[src/rtl/instruction_fetch.sv]
// Instruction fetch stage: owns the program counter, drives the instruction
// memory address, and registers the fetched word into the IF/ID pipeline
// register. A small RUN/HALTED machine stops fetching after a HALT opcode
// until a taken branch redirects the PC.
module instruction_fetch #(
  parameter int                           ADDRESSWIDTH      = 32,
  parameter int                           INSTRUCTION_WIDTH = 32,
  parameter logic [ADDRESSWIDTH-1:0]      RESET_PC          = '0,
  parameter logic [5:0]                   HALT_OPCODE       = 6'h11,
  parameter logic [INSTRUCTION_WIDTH-1:0] INVALID_WORD      = 32'hDEADBEEF
) (
  input  logic                         clk,
  input  logic                         rst_n,
  input  logic                         stall_i,
  input  logic                         branch_taken_i,
  input  logic [ADDRESSWIDTH-1:0]      branch_target_i,
  output logic [ADDRESSWIDTH-1:0]      imem_addr_o,
  output logic                         imem_branch_taken_o,
  input  logic [INSTRUCTION_WIDTH-1:0] imem_instr_i,
  output logic [INSTRUCTION_WIDTH-1:0] if_id_instr_o,
  output logic [ADDRESSWIDTH-1:0]      if_id_pc_o,
  output logic                         if_id_valid_o,
  output logic                         halted_o,
  output logic                         fetch_err_o,
  output logic [31:0]                  fetch_count_o
);

  typedef enum logic {
    RUN    = 1'b0,
    HALTED = 1'b1
  } state_t;

  state_t                         state_reg, state_next;
  logic [ADDRESSWIDTH-1:0]        pc_reg, pc_next;
  logic [INSTRUCTION_WIDTH-1:0]   instr_reg, instr_next;
  logic [ADDRESSWIDTH-1:0]        ifid_pc_reg, ifid_pc_next;
  logic                           valid_reg, valid_next;
  logic                           err_reg, err_next;
  logic [31:0]                    count_reg, count_next;

  // Decoded properties of the word currently returned by memory.
  logic                           word_invalid;
  logic                           word_halt;
  logic [ADDRESSWIDTH-1:0]        pc_plus4;
  logic [31:0]                    count_inc;

  assign word_invalid = (imem_instr_i == INVALID_WORD);
  assign word_halt    = (imem_instr_i[31:26] == HALT_OPCODE);
  assign pc_plus4     = pc_reg + ADDRESSWIDTH'(4);
  // Saturating increment: the count sticks at all-ones rather than wrapping.
  assign count_inc    = (count_reg == 32'hFFFF_FFFF) ? count_reg : count_reg + 32'd1;

  // Memory address and suppress strobe follow the PC and branch input directly.
  assign imem_addr_o         = pc_reg;
  assign imem_branch_taken_o = branch_taken_i;

  assign if_id_instr_o = instr_reg;
  assign if_id_pc_o    = ifid_pc_reg;
  assign if_id_valid_o = valid_reg;
  assign halted_o      = (state_reg == HALTED);
  assign fetch_err_o   = err_reg;
  assign fetch_count_o = count_reg;

  // Next-state logic: redirect beats stall beats normal advance, in both states.
  always_comb begin
    state_next   = state_reg;
    pc_next      = pc_reg;
    instr_next   = instr_reg;
    ifid_pc_next = ifid_pc_reg;
    valid_next   = valid_reg;
    err_next     = err_reg;
    count_next   = count_reg;

    if (branch_taken_i) begin
      // Redirect: the word in flight belongs to the wrong path, squash it.
      state_next   = RUN;
      pc_next      = branch_target_i;
      instr_next   = '0;
      ifid_pc_next = '0;
      valid_next   = 1'b0;
    end else begin
      unique case (state_reg)
        RUN: begin
          if (!stall_i) begin
            if (word_invalid) begin
              // Misaligned or otherwise bad fetch: bubble, flag it, keep going.
              instr_next   = '0;
              ifid_pc_next = pc_reg;
              valid_next   = 1'b0;
              pc_next      = pc_plus4;
              err_next     = 1'b1;
            end else if (word_halt) begin
              // HALT itself is delivered and counted; the PC parks on it.
              instr_next   = imem_instr_i;
              ifid_pc_next = pc_reg;
              valid_next   = 1'b1;
              count_next   = count_inc;
              state_next   = HALTED;
            end else begin
              instr_next   = imem_instr_i;
              ifid_pc_next = pc_reg;
              valid_next   = 1'b1;
              pc_next      = pc_plus4;
              count_next   = count_inc;
            end
          end
        end
        HALTED: begin
          // Stall has no effect here; keep feeding bubbles downstream.
          instr_next   = '0;
          ifid_pc_next = '0;
          valid_next   = 1'b0;
        end
        default: state_next = RUN;
      endcase
    end
  end

  // State, PC and IF/ID registers with asynchronous active-low reset.
  always_ff @(posedge clk or negedge rst_n) begin
    if (!rst_n) begin
      state_reg   <= RUN;
      pc_reg      <= RESET_PC;
      instr_reg   <= '0;
      ifid_pc_reg <= '0;
      valid_reg   <= 1'b0;
      err_reg     <= 1'b0;
      count_reg   <= '0;
    end else begin
      state_reg   <= state_next;
      pc_reg      <= pc_next;
      instr_reg   <= instr_next;
      ifid_pc_reg <= ifid_pc_next;
      valid_reg   <= valid_next;
      err_reg     <= err_next;
      count_reg   <= count_next;
    end
  end

endmodule

[config.mk]
export PLATFORM = sky130hd
export DESIGN_NAME = instruction_fetch
export DESIGN_NICKNAME = d
export VERILOG_FILES = /design/src/rtl/instruction_fetch.sv
export SDC_FILE = /design/constraint.sdc
export NUM_CORES = 1
export LEC_CHECK = 0
export ABC_AREA = 1
export BUFFER_PORTS_ARGS = -buffer_cell sky130_fd_sc_hd__buf_2
export CAP_MARGIN = 0
export CORE_MARGIN = 2
export CORE_UTILIZATION = 45
export CTS_BUF_LIST = sky130_fd_sc_hd__clkbuf_8
export DETAILED_ROUTE_END_ITERATION = 8
export PLACE_DENSITY_LB_ADDON = 0.1
export SETUP_SLACK_MARGIN = 0.4
export SLEW_MARGIN = 25
export SYNTH_ARGS = -nofsm -noshare
export SYNTH_HDL_FRONTEND = slang
export SYNTH_SLANG_ARGS = --single-unit
[constraint.sdc]
create_clock -name clk -period 1.5 [get_ports clk]
set_input_delay 0.075 -clock clk [delete_from_list [all_inputs] [get_ports clk]]
set_output_delay 0.075 -clock clk [all_outputs]
set_load 0.01 [all_outputs]
### Word level (Yosys, flattened, before mapping)

Cells that the tools add are included.
Widths: inputs -> output; s select.

| cells by class | value |
|---|---|
| reductions and logical operators | 3 |
| add/sub/neg operators | 2 |
| bitwise logic cells | 5 |
| multiplexer cells | 21 |
| equality and inequality tests | 7 |

Operator list:

| kind | number |
|---|---|
| $mux 32 | 10 |
| $pmux 32 s2 | 2 |
| $eq 32x32->1 const B | 2 |
| $add 32x1->32 const B | 1 |
| $add 32x3->32 const B | 1 |
| $mux 1 | 8 |
| $eq 6x5->1 const B | 1 |
| $ne 3x3->1 const B | 2 |
| $not 1->1 | 5 |
| $reduce_and 5->1 | 1 |
| $reduce_and 4->1 | 1 |
| $reduce_and 3->1 | 1 |
| $ne 2x1->1 const B | 1 |
| $ne 2x2->1 const B | 1 |
| $pmux 1 s2 | 1 |

| word-level totals | value |
|---|---|
| flip-flop bits (word level) | 131 |
| logic and storage cells | 45 |

### Depth between registers and ports, before layout

Gate-level depths: netlist (run 1).

| depth | value |
|---|---|
| depth after elaboration | 6 |
| mapped depth | 11 |
| gate-level depth less buffers | 11 |

### Worst setup path before layout (run 1)

No wires, ideal clock.

| path | value |
|---|---|
| kind | register -> register |
| start | register count_reg[0], in the netlist fetch_count_o[0] |
| end | register count_reg[11], in the netlist fetch_count_o[11] |
| data required time | 1.384 ns |
| cell stages (with the launch flop) | 12 |
| arrival | 1.629 ns |
| setup time | 0.116 ns |
| path buffers | 1 |
| path slack | -0.246 ns |
| cell sequence | dfrtp_1 ha_1 inv_1 nor2_4 nand2_2 nor2_4 nand3_2 nand3_2 inv_2 buf_2 nand2_1 nand2_1 |

| between the ends | value |
|---|---|
| longest elaborated chain between the ends | 3 |
| elaborated cells between the ends (all ways) | 4 |
| those cells by class | add/sub: 1; eq/ne: 1; bitwise: 1; reduce/logical: 1 |

RTL lines:

| item | line | RTL |
|---|---|---|
| start: declaration | 39 | `logic [31:0] count_reg, count_next;` |
| start signal: assignment | 136 | `count_reg <= count_next;` |
| parallel branches: the longest is 3 deep, another holds $add 32x1->32 | - |  |

Parallel ways; which one is timed is not known.
A chain may end at the register's enable or synchronous reset.

### Final worst setup path (run 1)

| path | value |
|---|---|
| start | register pc_reg[9], in the netlist imem_addr_o[9] |
| end | register pc_reg[12], in the netlist imem_addr_o[12] |

| between the ends | value |
|---|---|
| longest elaborated chain between the ends | 6 |

RTL lines:

| item | line | RTL |
|---|---|---|
| start: declaration | 34 | `logic [ADDRESSWIDTH-1:0] pc_reg, pc_next;` |
| start signal: assignment | 131 | `pc_reg <= pc_next;` |
| $add 32x3->32 * | 49 | `assign pc_plus4 = pc_reg + ADDRESSWIDTH'(4);` |
| $mux 32 | 92 | `end else if (word_halt) begin` |
| $mux 32 * | 85 | `if (word_invalid) begin` |
| $mux 32 * | 84 | `if (!stall_i) begin` |
| $mux 32 * | 82 | `unique case (state_reg)` |
| $mux 32 * | 74 | `if (branch_taken_i) begin` |

Every way passes the cells marked *; elsewhere a longest branch is shown, timed or not. The select of a mux whose other input is x is not followed.

==> qor.csv, run 1 <==
stage,metric,value,unit
status,status,finished with violations,
status,violations,"hold timing, setup timing",
floorplan,fp.dieH,130,µm
placement,routabilityCongestion,0.944,
detailed_routing,vias,9776,
timing,worst_slack,-481,ps
detailed_routing,wire_per_inst,20.9,µm
global_route,track_usage,0.353,
worst_setup_path,reg2regPathDepth,8,
worst_setup_path,worst-path-max-fanout,6,
timing,timing_hold_violations_final,1,
yosys,synth_cell_type_count,34,
clocking,cts.clk_slew.worst_paths,90,ps
worst_setup_path,cp_data_required_time,1900,ps
floorplan,fp-row-count,46,
clocking,numCtsBuffers,17,
yosys,synth_nets,1072,
worst_setup_path,crit_start,imem_addr_o[9],
yosys,ys_seq_area_frac,0.459,
hold_path,hp-class,in2async,
timing,hold_ws,-0.978,ps
detailed_routing,drt_iter0_drc,1047,
floorplan,ios,200,
timing,final_max_slew_viol_count,0,
global_route,antenna_found_initial,0,
yosys,synth_top_area_frac,0.459,
detailed_routing,viasPerCell,5.64,
power_and_ir_drop,power.share.clock,0.314,
detailed_routing,met2_length,17100,µm
detailed_routing,wl_met3,3740,µm
worst_setup_path,worst_setup_path_end_kind,flip-flop,
global_route,grt_max_degree,52,
clocking,clk_latency,490,ps
layout,final_layout_size_suffix_gt1_frac,0.498,
yosys,synth_warnings,0,
power_and_ir_drop,ir_drop,620,µV
global_route,grt_pass1_wl,45800,µm
detailed_routing,top_layer,met4,
yosys,synth_area_leaders,"dfrtp_1, nand2_1, inv_1, nand3_1, nor2_1",
yosys,yosys.area.top_type,dfrtp_1,
layout,diodes,0,
placement,pre_cts_ws,-216,ps
detailed_routing,drc,0,
layout,multi_input_area,4420,µm²
power_and_ir_drop,intPower,7500,µW
clocking,htreeDepth,4,
worst_setup_path,cpPeakStageDelay,440,ps
yosys,avgSynthCellArea,7.12,µm²
timing,rsz0062_at_grt,true,
worst_setup_path,worst-path-stages,8,
worst_setup_path,timing.rr.start,imem_addr_o[9],
worst_setup_path,cp.arrival,2380,ps
placement,io_buffers,199,
worst_setup_path,r2r_setup_slack,-480,ps
power_and_ir_drop,p_total,11200,µW
layout,final_cell_mix,"nand2_1, buf_6, inv_1",
worst_setup_path,cp-endpoint,imem_addr_o[12],
worst_setup_path,crit_buf_inv,0,
worst_setup_path,critical_path.top_delay_family,simple AND/OR/NAND/NOR gates,
layout,fin_util,0.888,
power_and_ir_drop,comb_power_share,0.318,
clocking,cts_tree,yes,
worst_setup_path,crit_type,reg2reg,
power_and_ir_drop,powerDensity,803,nW/µm²
clocking,cts.sinks,131,
timing,max_slew_margin,0.724,
layout,n_fill_cell,700,
timing,worst_slew_pin_slew,414,ps
detailed_routing,first_pass_iters,7,
clocking,cts_root_buf,clkbuf_8,
global_route,grt_pass1_vias,8805,
floorplan,start_util,0.454,
yosys,synthCells,1002,
timing,max_freq,505,MHz
job,cap_violations,0,
worst_setup_path,crit_path_cell_trace,nand2_1 -> nor2_2 -> nand2_4 -> nor2_4 -> nor2_1 -> o21ai_2 -> nand3_1 -> o21ai_1,
power_and_ir_drop,p_leak,0.00674,µW
power_and_ir_drop,seqPwrFrac,0.367,
timing,skew,17.2,ps
clocking,max-clock-path-buffers,2,
layout,layout_commonest_cell,nand2_1,
timing,period_share,1.32,
layout,nets,1574,
placement,place_hpwl,16300,µm
floorplan,core_area,15700,µm²
power_and_ir_drop,p_switching,3700,µW
global_route,grt.overflow.total,0,
floorplan,die_w,130,µm
timing,finalCriticalPeriod,1980,ps
layout,ff_latch_area,3310,µm²
layout,syn2layout_area_growth,95.7,%
detailed_routing,finalWirelength,36200,µm
floorplan,fp.dieArea,16900,µm²
power_and_ir_drop,switching_share,0.331,
worst_setup_path,timing.rr.end,imem_addr_o[12],
detailed_routing,m1WireLength,13000,µm
worst_setup_path,worst_path_max_delay_cell,dfrtp_2,
detailed_routing,ant_nets,0,
timing,finalSetupViolations,56,
yosys,synth_seq_cells,131,
worst_setup_path,startpoint_type,flip-flop,
yosys,synth.cell_area,7130,µm²
[through the flow]
stage | area (µm²) | std cells | hold slack, ps | setup TNS (ps)
CTS | 12800 | 1675 | 0.382 | -20.9
global route | 14000 | 1733 | 12.9 | -9230
global placement | 9330 | 1481 | -66.7 | -2770
finish | 14000 | 1733 | -0.978 | -5150
floorplan | 7510 | 1002 | -221 | -3480
detailed placement | 9330 | 1481 | -65.7 | -4380
[synthesized netlist by cell type]
library cell	number
nor3b_1	1
o22ai_1	42
inv_1	144
nand3_1	74
xor2_1	8
buf_1	4
ha_1	2
buf_4	1
nor2_2	1
a22oi_1	2
nand4_1	13
a21oi_1	2
o21ai_0	47
nor2_1	87
nand3_2	2
o21ai_1	3
and2_1	1
nand2_1	350
buf_6	3
or2_2	2
xnor2_1	9
a211oi_1	1
nand2_2	12
o211ai_1	2
buf_2	6
dfrtp_1	131
nand3b_1	6
nor2_4	2
o21bai_1	1
inv_2	2
nor3_1	20
clkbuf_1	19
buf_8	1
a31oi_1	1
[worst min path at each step]
| stage | to | cells past startpoint |
|---|---|---|
| 2_1_floorplan | fetch_count_o[0] | 0 |
| 3_3_place_gp | fetch_count_o[10] | 1 |
| 3_5_place_dp | fetch_count_o[10] | 1 |
| 4_1_cts | fetch_count_o[10] | 2 |
| 5_1_grt | fetch_count_o[10] | 2 |
| 6_report | fetch_count_o[10] | 2 |
[cell families after synthesis]
| kind of cell | share of synthesized area |
|---|---|
| buffers and inverters | 0.101 |
| and+or+nand+nor | 0.335 |
| DFF | 0.459 |
| xor gates and xnor gates | 0.0209 |
| AOI/OAI and AO/OA | 0.0805 |
| adders and majority gates | 0.00351 |
[sequential cells by signal, indices dropped and copies added (netlist names)]
register,flops
fetch_count_o,32
if_id_instr_o,32
if_id_pc_o,32
imem_addr_o,32
fetch_err_o,1
halted_o,1
if_id_valid_o,1
[area by class of cell]
class | count | area share
clock inverter | 13 | 0.0132
multi-input combinational | 691 | 0.317
tap | 216 | 0.0194
clock buffer | 19 | 0.0187
sequential | 131 | 0.237
inverter | 146 | 0.0419
timing repair buffer | 517 | 0.353
[repair_timing]
item	4_1_cts	5_1_grt
pin swaps	54	51
endpoints found under the hold margin	196	0
hold buffers	70	0
endpoints found under the setup margin	194	238
cloned	17	2
gates resized for setup	300	154
buffers inserted	75	56
[worst reg2reg max path: cells and delay by family (launching register included)]
| kind | cells | cell delay, ps |
|---|---|---|
| AO/OA/AOI/OAI | 2 | 400 |
| flip-flops | 1 | 440 |
| AND/OR/NAND/NOR | 6 | 1070 |
[metal layers]
| metal | vias up | global-route usage |
|---|---|---|
| li1 | 4168 | - |
| met1 | 4629 | 0.446 |
| met2 | 747 | 0.587 |
| met3 | 232 | 0.0775 |
| met4 | 0 | 0.147 |
| met5 | - | 0 |
[power by group through the flow]
stage,combinational [µW],clock (µW),sequential [µW]
6_report,3560,3520,4120
3_5_place_dp,1770,0,4120
4_1_cts,2890,3470,4050
5_1_grt,3720,3630,4130
2_1_floorplan,751,0,4250
3_3_place_gp,1740,0,4120
No activity file was read; power rests on OpenSTA's default activity.
==> inputs of run 2 (changes only) <==
SETUP_SLACK_MARGIN = 0.2   (was 0.4)
==> run 2 against run 1 <==
Net effect: largest power group unchanged; fmax is 25% higher; wire length decreased by 32%; highest routed layer unchanged; flip-flop and latch count stayed put; the flow finishes with violations (setup timing); critical endpoint is now fetch_count_o[2]; clock power is 13% lower.
==> qor.csv, run 2 (synthesis gave the netlist of run 1 again) <==
stage,metric,value,unit
floorplan,core_area,15700,µm²
layout,final_layout_size_suffix_gt1_frac,0.362,
layout,fin_util,0.709,
floorplan,fp.dieArea,16900,µm²
worst_setup_path,crit_path_cell_trace,nand2_1 -> nor2_2 -> nand2_2 -> nor2_4 -> nand3_2 -> nand3_4 -> buf_12 -> buf_8 -> nand2_1 -> o21ai_1,
worst_setup_path,worst_path_max_delay_cell,dfrtp_1,
timing,setup_tns,-1770,ps
power_and_ir_drop,p_leak,0.00564,µW
global_route,grt.overflow.total,0,
worst_setup_path,cpPeakStageDelay,380,ps
floorplan,fp-row-count,46,
floorplan,fp.dieH,130,µm
layout,syn2layout_area_growth,56.1,%
detailed_routing,wire_per_inst,15.3,µm
clocking,cts_root_buf,clkbuf_8,
worst_setup_path,worst_setup_path_end_kind,flip-flop,
placement,io_buffers,199,
global_route,grt_max_degree,51,
clocking,numCtsBuffers,17,
clocking,cts_tree,yes,
timing,worst_slew_pin_slew,555,ps
worst_setup_path,cp_data_required_time,1870,ps
detailed_routing,drt_iter0_drc,538,
clocking,clk_latency,450,ps
detailed_routing,finalWirelength,24600,µm
worst_setup_path,crit_buf_inv,2,
worst_setup_path,crit_path_frequent_cell,nand2_1,
timing,finalCriticalPeriod,1580,ps
detailed_routing,drc,0,
job,cap_violations,0,
worst_setup_path,critical_path.top_delay_family,simple AND/OR/NAND/NOR gates,
layout,diodes,0,
global_route,antenna_found_initial,0,
timing,period_share,1.05,
placement,routabilityCongestion,0.941,
worst_setup_path,crit_type,reg2reg,
floorplan,die_w,130,µm
placement,place_hpwl,16400,µm
detailed_routing,ant_nets,0,
global_route,track_usage,0.286,
timing,rsz0062_at_grt,true,
timing,max_freq,633,MHz
timing,final_max_slew_viol_count,0,
worst_setup_path,cp.arrival,1950,ps
power_and_ir_drop,p_total,9350,µW
status,status,finished with violations,
clocking,cts.clk_slew.worst_paths,90,ps
timing,worst_slack,-80.8,ps
status,violations,setup timing,
timing,finalSetupViolations,36,
clocking,cts.sinks,131,
clocking,htreeDepth,4,
layout,nets,1452,
clocking,max-clock-path-buffers,2,
timing,hold_ws,121,ps
detailed_routing,first_pass_iters,5,
power_and_ir_drop,ir_drop,561,µV
power_and_ir_drop,powerDensity,839,nW/µm²
worst_setup_path,startpoint_type,flip-flop,
layout,layout_commonest_cell,nand2_1,
hold_path,hp-class,in2reg,
detailed_routing,viasPerCell,4.94,
timing,max_slew_margin,0.630,
floorplan,start_util,0.454,
worst_setup_path,worst-path-max-fanout,8,
layout,final_cell_mix,"nand2_1, buf_2, inv_1",
detailed_routing,vias,7964,
timing,timing_hold_violations_final,0,
timing,skew,17.3,ps
global_route,grt_pass1_wl,37500,µm
floorplan,ios,200,
global_route,grt_pass1_vias,7546,
[run 2: per-stage QoR]
| step | instance area, µm² | setup WS (ps) | instances |
|---|---|---|---|
| floorplan | 7240 | -121 | 1002 |
| CTS | 10700 | -35.8 | 1597 |
| global placement | 9200 | -168 | 1484 |
| detailed placement | 9200 | -167 | 1484 |
| global route | 11100 | -178 | 1611 |
| finish | 11100 | -80.8 | 1611 |
[run 2: layer usage]
metal | GRT usage | share of wire
met1 | 0.382 | 0.43
met4 | 0.0917 | 0.017
met5 | 0 | 0
met2 | 0.467 | 0.48
met3 | 0.0619 | 0.065
[run 2: final timing paths]
path                                           to               from  depth (start not counted)  slack, ps
worst max-delay path             fetch_count_o[2]  fetch_count_o[12]                         10        -80
worst min-delay path                     halted_o   imem_instr_i[26]                          5        120
worst max register to register   fetch_count_o[2]  fetch_count_o[12]                         10        -80
worst min register to register        fetch_err_o        fetch_err_o                          1        480
max in group asynchronous          imem_addr_o[7]              rst_n                          3        750
min in group asynchronous       fetch_count_o[19]              rst_n                          2        140
[run 2: worst reg2reg max path, delay by kind of cell (launching register included)]
kind | cells | cell delay [ps]
and+or+nand+nor | 7 | 760
buffers and inverters | 2 | 300
DFF | 1 | 380
AOI/OAI and AO/OA | 1 | 60
[run 2: layout make-up]
class | count | area, µm²
sequential | 131 | 3290
multi-input combinational | 691 | 3630
inverter | 146 | 568
clock inverter | 13 | 136
timing repair buffer | 395 | 2980
clock buffer | 19 | 262
fill | 1309 | 4570
tap | 216 | 270
[run 2: repair_timing]
action	4_1_cts	5_1_grt
setup buffers	12	10
hold buffers	67	1
setup endpoints to repair	56	96
gates cloned	2	4
pin swaps	39	35
hold endpoints to repair	142	1
resized for setup	78	96
[run 2: where the power goes]
group          leakage (µW)  switching [µW]  internal [µW]
Combinational       0.00373            1180           1060
Sequential          0.00172             260           3800
Clock              0.000199            1490           1560
Total               0.00564            2930           6420
==> inputs of run 3 (changes only) <==
TNS_END_PERCENT = 50   (was unset)
==> run 3 against run 2 <==
Net effect: the flow still finishes with violations (setup timing); utilization increased by 1.4 points; sequential power about the same; fmax down 2.3%; critical endpoint is now fetch_count_o[30]; largest cell class unchanged.
==> qor.csv, run 3 (synthesis gave the netlist of run 1 again) <==
stage,metric,value,unit
status,status,finished with violations,
status,violations,setup timing,
worst_setup_path,cp_data_required_time,1840,ps
clocking,clk_latency,460,ps
placement,io_buffers,199,
clocking,cts.clk_slew.worst_paths,70,ps
timing,skew,12.1,ps
timing,hold_ws,38.9,ps
job,cap_violations,0,
timing,worst_slack,-118,ps
worst_setup_path,crit_type,reg2reg,
layout,syn2layout_area_growth,59.3,%
timing,finalCriticalPeriod,1620,ps
layout,fin_area,11400,µm²
layout,final_layout_size_suffix_gt1_frac,0.370,
timing,finalSetupViolations,34,
power_and_ir_drop,powerDensity,856,nW/µm²
clocking,cts.sinks,131,
layout,nets,1468,
worst_setup_path,startpoint_type,flip-flop,
global_route,grt_max_degree,48,
global_route,grt_pass1_wl,37000,µm
timing,rsz0062_at_grt,true,
clocking,numCtsBuffers,17,
clocking,htreeDepth,4,
global_route,track_usage,0.281,
timing,final_max_slew_viol_count,0,
placement,place_hpwl,16500,µm
floorplan,ios,200,
floorplan,core_area,15700,µm²
hold_path,hp-class,in2reg,
layout,diodes,0,
floorplan,die_w,130,µm
placement,dp.cells,1496,
placement,routabilityCongestion,0.923,
clocking,cts_root_buf,clkbuf_8,
placement,dpl_cell_area,9260,µm²
clocking,max-clock-path-buffers,2,
floorplan,fp.dieArea,16900,µm²
floorplan,start_util,0.454,
worst_setup_path,worst-path-max-fanout,7,
layout,final_cell_count_no_fill,1627,
global_route,grt.overflow.total,0,
timing,worst_slew_pin_slew,518,ps
global_route,grt_pass1_vias,7560,
detailed_routing,viasPerCell,4.95,
placement,pre_cts_ws,-225,ps
detailed_routing,vias,8052,
detailed_routing,drt_iter0_drc,468,
global_route,antenna_found_initial,0,
timing,max_slew_margin,0.655,
timing,period_share,1.08,
layout,layout_commonest_cell,nand2_1,
detailed_routing,first_pass_iters,6,
floorplan,fp-row-count,46,
detailed_routing,ant_nets,0,
floorplan,fp.dieH,130,µm
clocking,cts_tree,yes,
timing,max_freq,618,MHz
detailed_routing,finalWirelength,24300,µm
timing,timing_hold_violations_final,0,
worst_setup_path,worst_setup_path_end_kind,flip-flop,
worst_setup_path,cp.arrival,1960,ps
detailed_routing,drc,0,
layout,final_cell_mix,"nand2_1, buf_2, inv_1",
power_and_ir_drop,ir_drop,619,µV
power_and_ir_drop,p_leak,0.00577,µW
detailed_routing,wire_per_inst,15.0,µm
-- run 3: routing by layer --
layer  up-vias  global-route usage  part of all wire
met5         -                   0                 0
met4         0              0.0873             0.018
met3        37              0.0508             0.052
met2       262               0.454              0.47
met1      3803               0.386              0.46
li1       3950                   -                 -
-- run 3: metrics by stage --
stage	util	setup TNS [ps]	power [µW]
3_3_place_gp	0.589	-2470	5870
3_5_place_dp	0.589	-3950	5900
6_report	0.723	-2400	9730
5_1_grt	0.723	-5770	10200
2_1_floorplan	-	-3480	4930
4_1_cts	0.686	-394	9550
-- run 3: cell type report --
cell class | count | area [µm²]
Tap cell | 216 | 270
Sequential cell | 131 | 3290
Clock inverter | 13 | 181
Clock buffer | 19 | 262
Timing Repair Buffer | 411 | 3060
Multi-Input combinational cell | 691 | 3740
Fill cell | 1293 | 4350
Inverter | 146 | 566
-- run 3: final timing paths --
check                      slack, ps  cells past startpoint        startpoint                end
min                               40                      5    branch_taken_i    imem_addr_o[14]
min in group asynchronous        130                      2             rst_n  fetch_count_o[19]
max in group asynchronous        790                      3             rst_n     imem_addr_o[9]
max                             -120                     11  fetch_count_o[0]  fetch_count_o[30]
max reg2reg                     -120                     11  fetch_count_o[0]  fetch_count_o[30]
min reg2reg                      480                      1       fetch_err_o        fetch_err_o
-- run 3: repair_timing --
action	in CTS	in global routing
pin swaps	26	33
hold buffers	69	0
setup endpoints to repair	72	98
cloned	1	1
gates resized for setup	67	117
endpoints found under the hold margin	196	0
setup buffers	12	16
-- run 3: worst max-delay path, stage by stage (launching register included) --
cell and delay, ps:
dfrtp_2 430, ha_4 180, inv_4 60, nor2_4 40, nand2_2 90, nor2_4 50, nand3_2 70, nand3_4 130
buf_12 180, buf_16 140, nand2_2 70, nand2_1 60
-- run 3: power by group --
part	total, µW	internal, µW	switching [µW]	leakage (µW)
combinational	2300	1100	1200	0.00384
sequential	4030	3800	236	0.00172
clock	3390	1900	1490	0.000222
total	9730	6800	2930	0.00577
